$ cat src/rtl/imem_loader_if.sv
// imem_loader_if: byte-stream handshake plus instruction-memory write bus.
// slave = loader side (consumes bytes, drives writes); master = environment.
interface imem_loader_if #(
    parameter int INS_ADDRESS = 9,
    parameter int INS_W       = 32
);
    logic                   in_valid;
    logic [7:0]             in_data;
    logic                   in_ready;
    logic                   imem_we;
    logic [INS_ADDRESS-1:0] imem_wa;
    logic [INS_W-1:0]       imem_wd;

    modport master (
        output in_valid, in_data,
        input  in_ready, imem_we, imem_wa, imem_wd
    );

    modport slave (
        input  in_valid, in_data,
        output in_ready, imem_we, imem_wa, imem_wd
    );
endinterface

$ cat src/rtl/imem_loader.sv
// imem_loader: assembles little-endian 32-bit words from a byte stream and
// writes them to instruction memory at 0,4,8,...; holds the core meanwhile.
// Ports: clk, reset (sync, active-high), load_start, load_count,
//        bus (slave: in_valid/in_data/in_ready, imem_we/imem_wa/imem_wd),
//        core_hold (high while not idle), done (one-cycle completion pulse).
module imem_loader #(
    parameter int INS_ADDRESS = 9,
    parameter int INS_W       = 32
) (
    input  logic                   clk,
    input  logic                   reset,
    input  logic                   load_start,
    input  logic [INS_ADDRESS-2:0] load_count,
    imem_loader_if.slave           bus,
    output logic                   core_hold,
    output logic                   done
);

    localparam int CW = INS_ADDRESS - 1;
    localparam logic [CW-1:0] CAP = CW'(2 ** (INS_ADDRESS - 2));
    localparam logic [CW-1:0] CNT_ONE = CW'(1);
    localparam logic [INS_ADDRESS-1:0] ADDR_STEP = INS_ADDRESS'(4);

    typedef enum logic [1:0] {
        S_IDLE,
        S_RECV,
        S_WRITE,
        S_DONE
    } state_t;

    state_t                 state_q, state_d;
    logic [1:0]             idx_q, idx_d;
    logic [CW-1:0]          cnt_q, cnt_d;
    logic [INS_ADDRESS-1:0] addr_q, addr_d;
    logic [INS_W-1:0]       word_q, word_d;
    logic [CW-1:0]          eff_cnt;

    // Requests beyond capacity are clamped so the address never wraps.
    assign eff_cnt = (load_count > CAP) ? CAP : load_count;

    always_ff @(posedge clk) begin
        if (reset) begin
            state_q <= S_IDLE;
            idx_q   <= '0;
            cnt_q   <= '0;
            addr_q  <= '0;
            word_q  <= '0;
        end else begin
            state_q <= state_d;
            idx_q   <= idx_d;
            cnt_q   <= cnt_d;
            addr_q  <= addr_d;
            word_q  <= word_d;
        end
    end

    always_comb begin
        state_d = state_q;
        idx_d   = idx_q;
        cnt_d   = cnt_q;
        addr_d  = addr_q;
        word_d  = word_q;
        unique case (state_q)
            S_IDLE: begin
                if (load_start) begin
                    cnt_d   = eff_cnt;
                    addr_d  = '0;
                    idx_d   = '0;
                    state_d = (eff_cnt == '0) ? S_DONE : S_RECV;
                end
            end
            S_RECV: begin
                if (bus.in_valid) begin
                    word_d[{idx_q, 3'b000} +: 8] = bus.in_data;
                    // 2-bit index wraps back to 0 after the fourth byte.
                    idx_d = idx_q + 2'd1;
                    if (idx_q == 2'd3) begin
                        state_d = S_WRITE;
                    end
                end
            end
            S_WRITE: begin
                addr_d  = addr_q + ADDR_STEP;
                cnt_d   = cnt_q - CNT_ONE;
                state_d = (cnt_q == CNT_ONE) ? S_DONE : S_RECV;
            end
            S_DONE: begin
                state_d = S_IDLE;
            end
            default: begin
                state_d = S_IDLE;
            end
        endcase
    end

    assign bus.in_ready = (state_q == S_RECV);
    assign bus.imem_we  = (state_q == S_WRITE);
    assign bus.imem_wa  = addr_q;
    assign bus.imem_wd  = word_q;
    assign core_hold    = (state_q != S_IDLE);
    assign done         = (state_q == S_DONE);

endmodule
$ cat src/flat_wrapper.sv
// flat-port wrapper written by rule: the top's interface ports become plain ports
module imem_loader_flat 
#(
    parameter int INS_ADDRESS = 9,
    parameter int INS_W       = 32
)
  (clk, reset, load_start, load_count, core_hold, done, bus_in_valid, bus_in_data, bus_in_ready, bus_imem_we, bus_imem_wa, bus_imem_wd);
  imem_loader_if #(.INS_ADDRESS(INS_ADDRESS), .INS_W(INS_W)) bus_i ();
  input  logic clk;
  input  logic reset;
  input  logic load_start;
  input  logic [INS_ADDRESS-2:0] load_count;
  output logic core_hold;
  output logic done;
  input wire logic [$bits(bus_i.in_valid)-1:0] bus_in_valid;
  input wire logic [$bits(bus_i.in_data)-1:0] bus_in_data;
  output wire logic [$bits(bus_i.in_ready)-1:0] bus_in_ready;
  output wire logic [$bits(bus_i.imem_we)-1:0] bus_imem_we;
  output wire logic [$bits(bus_i.imem_wa)-1:0] bus_imem_wa;
  output wire logic [$bits(bus_i.imem_wd)-1:0] bus_imem_wd;
  assign bus_i.in_valid = bus_in_valid;
  assign bus_i.in_data = bus_in_data;
  assign bus_in_ready = bus_i.in_ready;
  assign bus_imem_we = bus_i.imem_we;
  assign bus_imem_wa = bus_i.imem_wa;
  assign bus_imem_wd = bus_i.imem_wd;
  imem_loader #(.INS_ADDRESS(INS_ADDRESS), .INS_W(INS_W)) u_core (.clk(clk), .reset(reset), .load_start(load_start), .load_count(load_count), .bus(bus_i), .core_hold(core_hold), .done(done));
endmodule
$ cat config.mk
export PLATFORM = sky130hd
export DESIGN_NAME = imem_loader_flat
export DESIGN_NICKNAME = d
export VERILOG_FILES = /design/src/rtl/imem_loader_if.sv /design/src/rtl/imem_loader.sv /design/src/flat_wrapper.sv
export SDC_FILE = /design/constraint.sdc
export NUM_CORES = 1
export LEC_CHECK = 0
export ABC_AREA = 1
export ABC_CLOCK_PERIOD_IN_PS = 1800
export CAP_MARGIN = 20
export CELL_PAD_IN_SITES_DETAIL_PLACEMENT = 2
export CELL_PAD_IN_SITES_GLOBAL_PLACEMENT = 2
export CORE_MARGIN = 2
export CORE_UTILIZATION = 26
export CTS_CLUSTER_DIAMETER = 120
export DETAILED_ROUTE_END_ITERATION = 6
export GPL_ROUTABILITY_DRIVEN = 0
export HOLD_SLACK_MARGIN = 0.08
export PLACE_DENSITY = 0.81
export REMOVE_ABC_BUFFERS = 1
export SYNTH_ARGS = -nofsm -noshare
export SYNTH_HDL_FRONTEND = slang
export SYNTH_SLANG_ARGS = --single-unit
$ cat constraint.sdc
create_clock -name clk -period 1.8 [get_ports clk]
set_input_delay 0.27 -clock clk [delete_from_list [all_inputs] [get_ports clk]]
set_output_delay 0.27 -clock clk [all_outputs]
set_load 0.02 [all_outputs]
==> impl_metrics.ini, run 1 <==
[job]
cap_violations = 0

[cells_and_area]
area_growth_pct = 37.4
nets = 446
diodes = 0
multiInputGateArea_mm2 = 0.00128
num-fill-cells = 1112
drive_above_1_share = 0.0837
layout_common_cells = nand2_1, clkdlybuf4s50_1, a21oi_1, dfxtp_1, nor2_1
register_area_mm2 = 0.00102

[synth]
ys_warn_count = 0
synth_ff_type = dfxtp_1
postSynth.asyncResetShare = 0
post_synth_num_cell_types = 27
ys_seq_area_frac = 0.411
synth_edf_count = 0
ys_ff_latch = 51
synthCells = 348
synth_area_mm2 = 0.00249
syn_area_per_cell_um2 = 7.14

[floorplanning]
core.rowCount = 35
die_x_um = 102
core_area_mm2 = 0.00924
io-pin-count = 65
fp.dieArea_mm2 = 0.0104
initial_core_util = 0.269
die_y_um = 102

[setup_path]
reg2reg_depth = 7
crit_fanout = 4
worst_setup_path_start_kind = register
cp_cell_sequence = nand2_1 -> inv_1 -> clkdlybuf4s50_1
max_stage_delay_ns = 0.59
required_ns = 1.53
end_kind = output pin
path_delay_family = buffers and inverters
cp_slowest_cell = clkdlybuf4s50_1
r2r_end = u_core.bus.imem_wd[3]
critical_path_buf_inv_count = 2
arrival_ns = 1.40
criticalPathCategory = reg -> out
reg2reg_setup_slack_ns = 0.15
r2r_start = u_core.idx_q[0]

[timing]
timing.fmax_ghz = 0.598
fin_skew_ns = 0.00892
fin_crit_ns = 1.67
hold_violations = 0
slew_violations = 0
setup_viol = 0
post-route-period-util = 0.929
rsz0062_at_grt = no
fin_ws_ns = 0.127

[cts]
clk_pin_slew_ns = 0.10
cts_buffers = 5
clkSinkCount = 51
holdBufCountCts = 0
cts_tree = built
clk-insertion-delay-late_ns = 0.31
htree_levels = 2
postCtsSetupBuffers = 0
cts-root-buf = clkbuf_8
clk_path_buf_depth = 2

[worst_hold_path]
hold_start = u_core.bus.imem_wd[30]
hold_end = u_core.bus.imem_wd[30]
holdCritPathClass = reg -> reg
hold_depth = 2

[drt]
routed_via_density = 4.83
post_drt_wl_per_cell_um = 15.7
wirelength_um = 8570
num_vias = 2640
drtIter0Drc = 37
drc = 0
drtPass1Iterations = 4
drtAntennaViolNets = 0

[grt]
antenna_found_initial = 0
grt_usage = 0.170
gr-total-overflow = 0
grt_max_degree = 22
grt_pass1_wl_um = 14000
grt_pass1_vias = 2852

[power]
leakage_uw = 0.00130
ir_drop_mv = 0.298
power.density_mw_per_mm2 = 794
finalPower_uw = 2710

[placement]
io_buffers = 62
post-place-ws_ns = 0.0132
dpl.hpwl_um = 6480

[run_status]
status = finished clean
worst min-delay path, delay by kind of cell (launching register included):
| kind | cells | cell delay, ns |
|---|---|---|
| compound gates | 1 | 0.05 |
| flops | 1 | 0.32 |
| simple gates | 1 | 0.06 |
worst max path at each step:
| stage | from | cells after the start | slack, ns | end |
|---|---|---|---|---|
| floorplan | u_core.idx_q[0] | 7 | -0.02 | u_core.bus.imem_wd[0] |
| global placement | bus_in_valid | 7 | 0.12 | u_core.bus.imem_wd[17] |
| detailed placement | u_core.idx_q[0] | 7 | 0.01 | u_core.bus.imem_wd[3] |
| CTS | u_core.state_q[0] | 3 | 0.05 | done |
| global route | u_core.idx_q[0] | 7 | 0.01 | u_core.bus.imem_wd[12] |
| finish | u_core.state_q[0] | 3 | 0.13 | done |
cells in the mapped netlist, types with 3 or more instances:
master	count	area, um^2
a211oi_1	3	22.5
a21oi_1	54	270
buf_4	3	22.5
clkbuf_1	6	22.5
dfxtp_1	51	1020
ha_1	9	113
inv_1	27	101
inv_2	3	11.3
nand2_1	59	221
nand2_2	4	25.0
nand3_1	38	190
nand4_1	4	25.0
nor2_1	44	165
nor3_1	8	40.0
nor3b_1	5	37.5
o21ai_0	16	80.1
where the power goes:
| part | leakage, uW | total (uW) | switching (uW) | internal [uW] |
|---|---|---|---|---|
| Combinational | 0.000825 | 622 | 407 | 215 |
| Clock | 0.0000618 | 888 | 429 | 459 |
| Sequential | 0.000413 | 1200 | 34.1 | 1170 |
| Total | 0.00130 | 2710 | 871 | 1840 |
sequential cells by signal, indices dropped and copies added (netlist names):
signal / flops
u_core.idx_q: 2
u_core.state_q: 2
u_core.bus.imem_wd: 32
u_core.cnt_q: 8
u_core.bus.imem_wa: 7
repair_timing:
item                       4_1_cts  5_1_grt
hold endpoints to repair         0        0
setup endpoints to repair        5       10
resized for setup                4        3
cell families (layout without fill, tap and decap cells):
logic type | Yosys count | in the layout | synth area share
fa+ha+maj | 9 | 9 | 0.0453
flops | 51 | 51 | 0.411
buf+inv | 44 | 113 | 0.0780
other cells | 1 | 2 | 0.00151
compound gates | 77 | 77 | 0.162
simple gates | 166 | 166 | 0.303
stage by stage:
step	cells	hold slack [ns]	TNS, ns	cell area [um^2]	util
2_1_floorplan	335	0.339	-0.0908	2410	-
3_3_place_gp	539	0.456	0	3290	0.356
3_5_place_dp	539	0.459	0	3290	0.356
4_1_cts	547	0.473	0	3410	0.369
5_1_grt	547	0.502	0	3420	0.370
6_report	547	0.468	0	3420	0.370
final cells by class:
| class | count | area share |
|---|---|---|
| repair buffers | 75 | 0.209 |
| clock inverters | 2 | 0.0114 |
| flip-flops and latches | 51 | 0.299 |
| well taps | 129 | 0.0472 |
| multi-input cells | 254 | 0.376 |
| inverters | 30 | 0.0330 |
| clock buffers | 6 | 0.0242 |
layer usage:
metal  vias to the layer above  part of all wire  track usage
li1                       1292                 -            -
met1                      1298              0.45        0.207
met2                        48              0.51        0.314
met3                         2             0.034       0.0324
met4                         0            0.0022       0.0281
met5                         -                 0            0
Note: power is estimated with default switching activity, not from simulation.
==> run 2: changes to the inputs <==
--- a/config.mk
+++ b/config.mk
@@ -16,7 +16,7 @@
 export DETAILED_ROUTE_END_ITERATION = 6
 export GPL_ROUTABILITY_DRIVEN = 0
 export HOLD_SLACK_MARGIN = 0.08
-export PLACE_DENSITY = 0.81
+export PLACE_DENSITY = 0.78
 export REMOVE_ABC_BUFFERS = 1
 export SYNTH_ARGS = -nofsm -noshare
 export SYNTH_HDL_FRONTEND = slang
==> run 2 against run 1 <==
Compared with the run above: non-clock buffer count down 1; sequential power about the same; final area down 1.2%; register-to-register slack about the same; first-iteration DRC count up 22%; global-route usage up 0.81 points; combinational power about the same; die area unchanged; core utilization down 0.45 points; critical path depth unchanged; clock-buffer cell count down 1; routed wire length up 1.1%; critical endpoint unchanged; largest power group unchanged.
==> impl_metrics.ini, run 2 (synthesis results as in run 1) <==
[run_status]
status = finished clean

[timing]
timing.hold.ws_ns = 0.475
finalSetupTns_ns = 0
slew_violations = 0
slew_headroom = 0.665
hold_violations = 0
setup_viol = 0
rsz0062_at_grt = no
post-route-period-util = 0.935
tightest_slew_ns = 0.500
timing.fmax_ghz = 0.594
fin_skew_ns = 0.00820
fin_crit_ns = 1.68

[cts]
clkSinkCount = 51
clk_pin_slew_ns = 0.10
cts_tree = built
clk_path_buf_depth = 2
cts_buffers = 5
cts-root-buf = clkbuf_8
htree_levels = 2
holdBufCountCts = 0
clk-insertion-delay-late_ns = 0.32

[job]
cap_violations = 0

[worst_hold_path]
hold_depth = 2
holdCritPathClass = reg -> reg

[floorplanning]
core_area_mm2 = 0.00924
io-pin-count = 65
die_x_um = 102
die_y_um = 102
core.rowCount = 35
initial_core_util = 0.269
fp.dieArea_mm2 = 0.0104

[grt]
gr-total-overflow = 0
grt_pass1_vias = 2899
grt_pass1_wl_um = 14400
grt_usage = 0.178
antenna_found_initial = 0
grt_max_degree = 23

[cells_and_area]
layout_common_cells = clkdlybuf4s50_1, nand2_1, a21oi_1, dfxtp_1, nor2_1
diodes = 0
largest_reg_flops = 32
nets = 445
drive_above_1_share = 0.0839
area_growth_pct = 35.8
utilization = 0.365
layout_commonest_cell = clkdlybuf4s50_1

[power]
power.density_mw_per_mm2 = 751
netSwitchingPower_uw = 874
ir_drop_mv = 0.263
internal-power_uw = 1660
switching_share = 0.345
clkPwrFrac = 0.280
seq_power_share = 0.474
leakage_uw = 0.00128
power_frac_comb = 0.246

[setup_path]
max_stage_delay_ns = 0.59
criticalPathCategory = reg -> out
crit_fanout = 4
critical_path_buf_inv_count = 2
path_delay_family = buffers and inverters
required_ns = 1.53
end_kind = output pin
reg2reg_depth = 7
arrival_ns = 1.41
cp_slowest_cell = clkdlybuf4s50_1
cp_cell_sequence = nand2_1 -> inv_1 -> clkdlybuf4s50_1
worst-path-stages = 3
worst_setup_path_start_kind = register

[drt]
drtIter0Drc = 45
wirelength_um = 8660
routed_via_density = 4.78
drtPass1Iterations = 4
drtAntennaViolNets = 0
num_vias = 2612
drc = 0
post_drt_wl_per_cell_um = 15.9

[placement]
io_buffers = 62
dpl.hpwl_um = 6510
[run 2: repair_timing]
item                                    4_1_cts  5_1_grt
cloned                                        0        0
endpoints found under the setup margin        7       16
buffers inserted                              0        0
gates resized for setup                       4        4
[run 2: worst paths after layout]
kind | slack (ns) | to | from
min | 0.47 | u_core.bus.imem_wd[31] | u_core.bus.imem_wd[31]
min reg2reg | 0.47 | u_core.bus.imem_wd[31] | u_core.bus.imem_wd[31]
max | 0.12 | done | u_core.state_q[0]
max reg2reg | 0.16 | u_core.bus.imem_wd[2] | u_core.idx_q[0]
[run 2: layout make-up]
type	instances	area (um^2)
sequential	51	1020
clock buffer	5	68.8
inverter	30	113
timing repair buffer	74	707
multi-input combinational	254	1280
tap	129	161
fill	1102	5860
clock inverter	3	18.8
[run 2: power groups by stage]
stage	clock network [uW]	logic (uW)	registers (uW)
detailed placement	0	615	1230
CTS	731	621	1200
finish	709	623	1200
floorplan	0	323	1240
global route	775	702	1210
global placement	0	597	1220
[run 2: per-layer routing]
metal / global-route usage / vias up / part of all wire
met5: 0 / - / 0
li1: - / 1285 / -
met3: 0.0255 / 13 / 0.028
met2: 0.320 / 50 / 0.50
met1: 0.221 / 1264 / 0.46
met4: 0.0489 / 0 / 0.015
[run 2: worst min-delay path: cells and delay by family, from the launching register on]
family             cells  cell delay, ns
and+or+nand+nor        1            0.06
AOI/OAI and AO/OA      1            0.05
DFF                    1            0.32
[run 2: stage by stage]
stage                     std cells  area [um^2]  total power, uW  setup WS [ns]
after detailed placement        538         3280             1840         0.0238
final                           546         3380             2530          0.118
after CTS                       546         3370             2560         0.0305
after global placement          538         3280             1820          0.119
after global routing            546         3380             2690        0.00870
after floorplan                 335         2410             1560        -0.0182
==> run 3: changes to the inputs <==
--- a/config.mk
+++ b/config.mk
@@ -15,7 +15,6 @@
 export CTS_CLUSTER_DIAMETER = 120
 export DETAILED_ROUTE_END_ITERATION = 6
 export GPL_ROUTABILITY_DRIVEN = 0
-export HOLD_SLACK_MARGIN = 0.08
 export PLACE_DENSITY = 0.78
 export REMOVE_ABC_BUFFERS = 1
 export SYNTH_ARGS = -nofsm -noshare
==> results of run 3 <==
No change in the layout: final DEF, timing and power equal those of run 2.
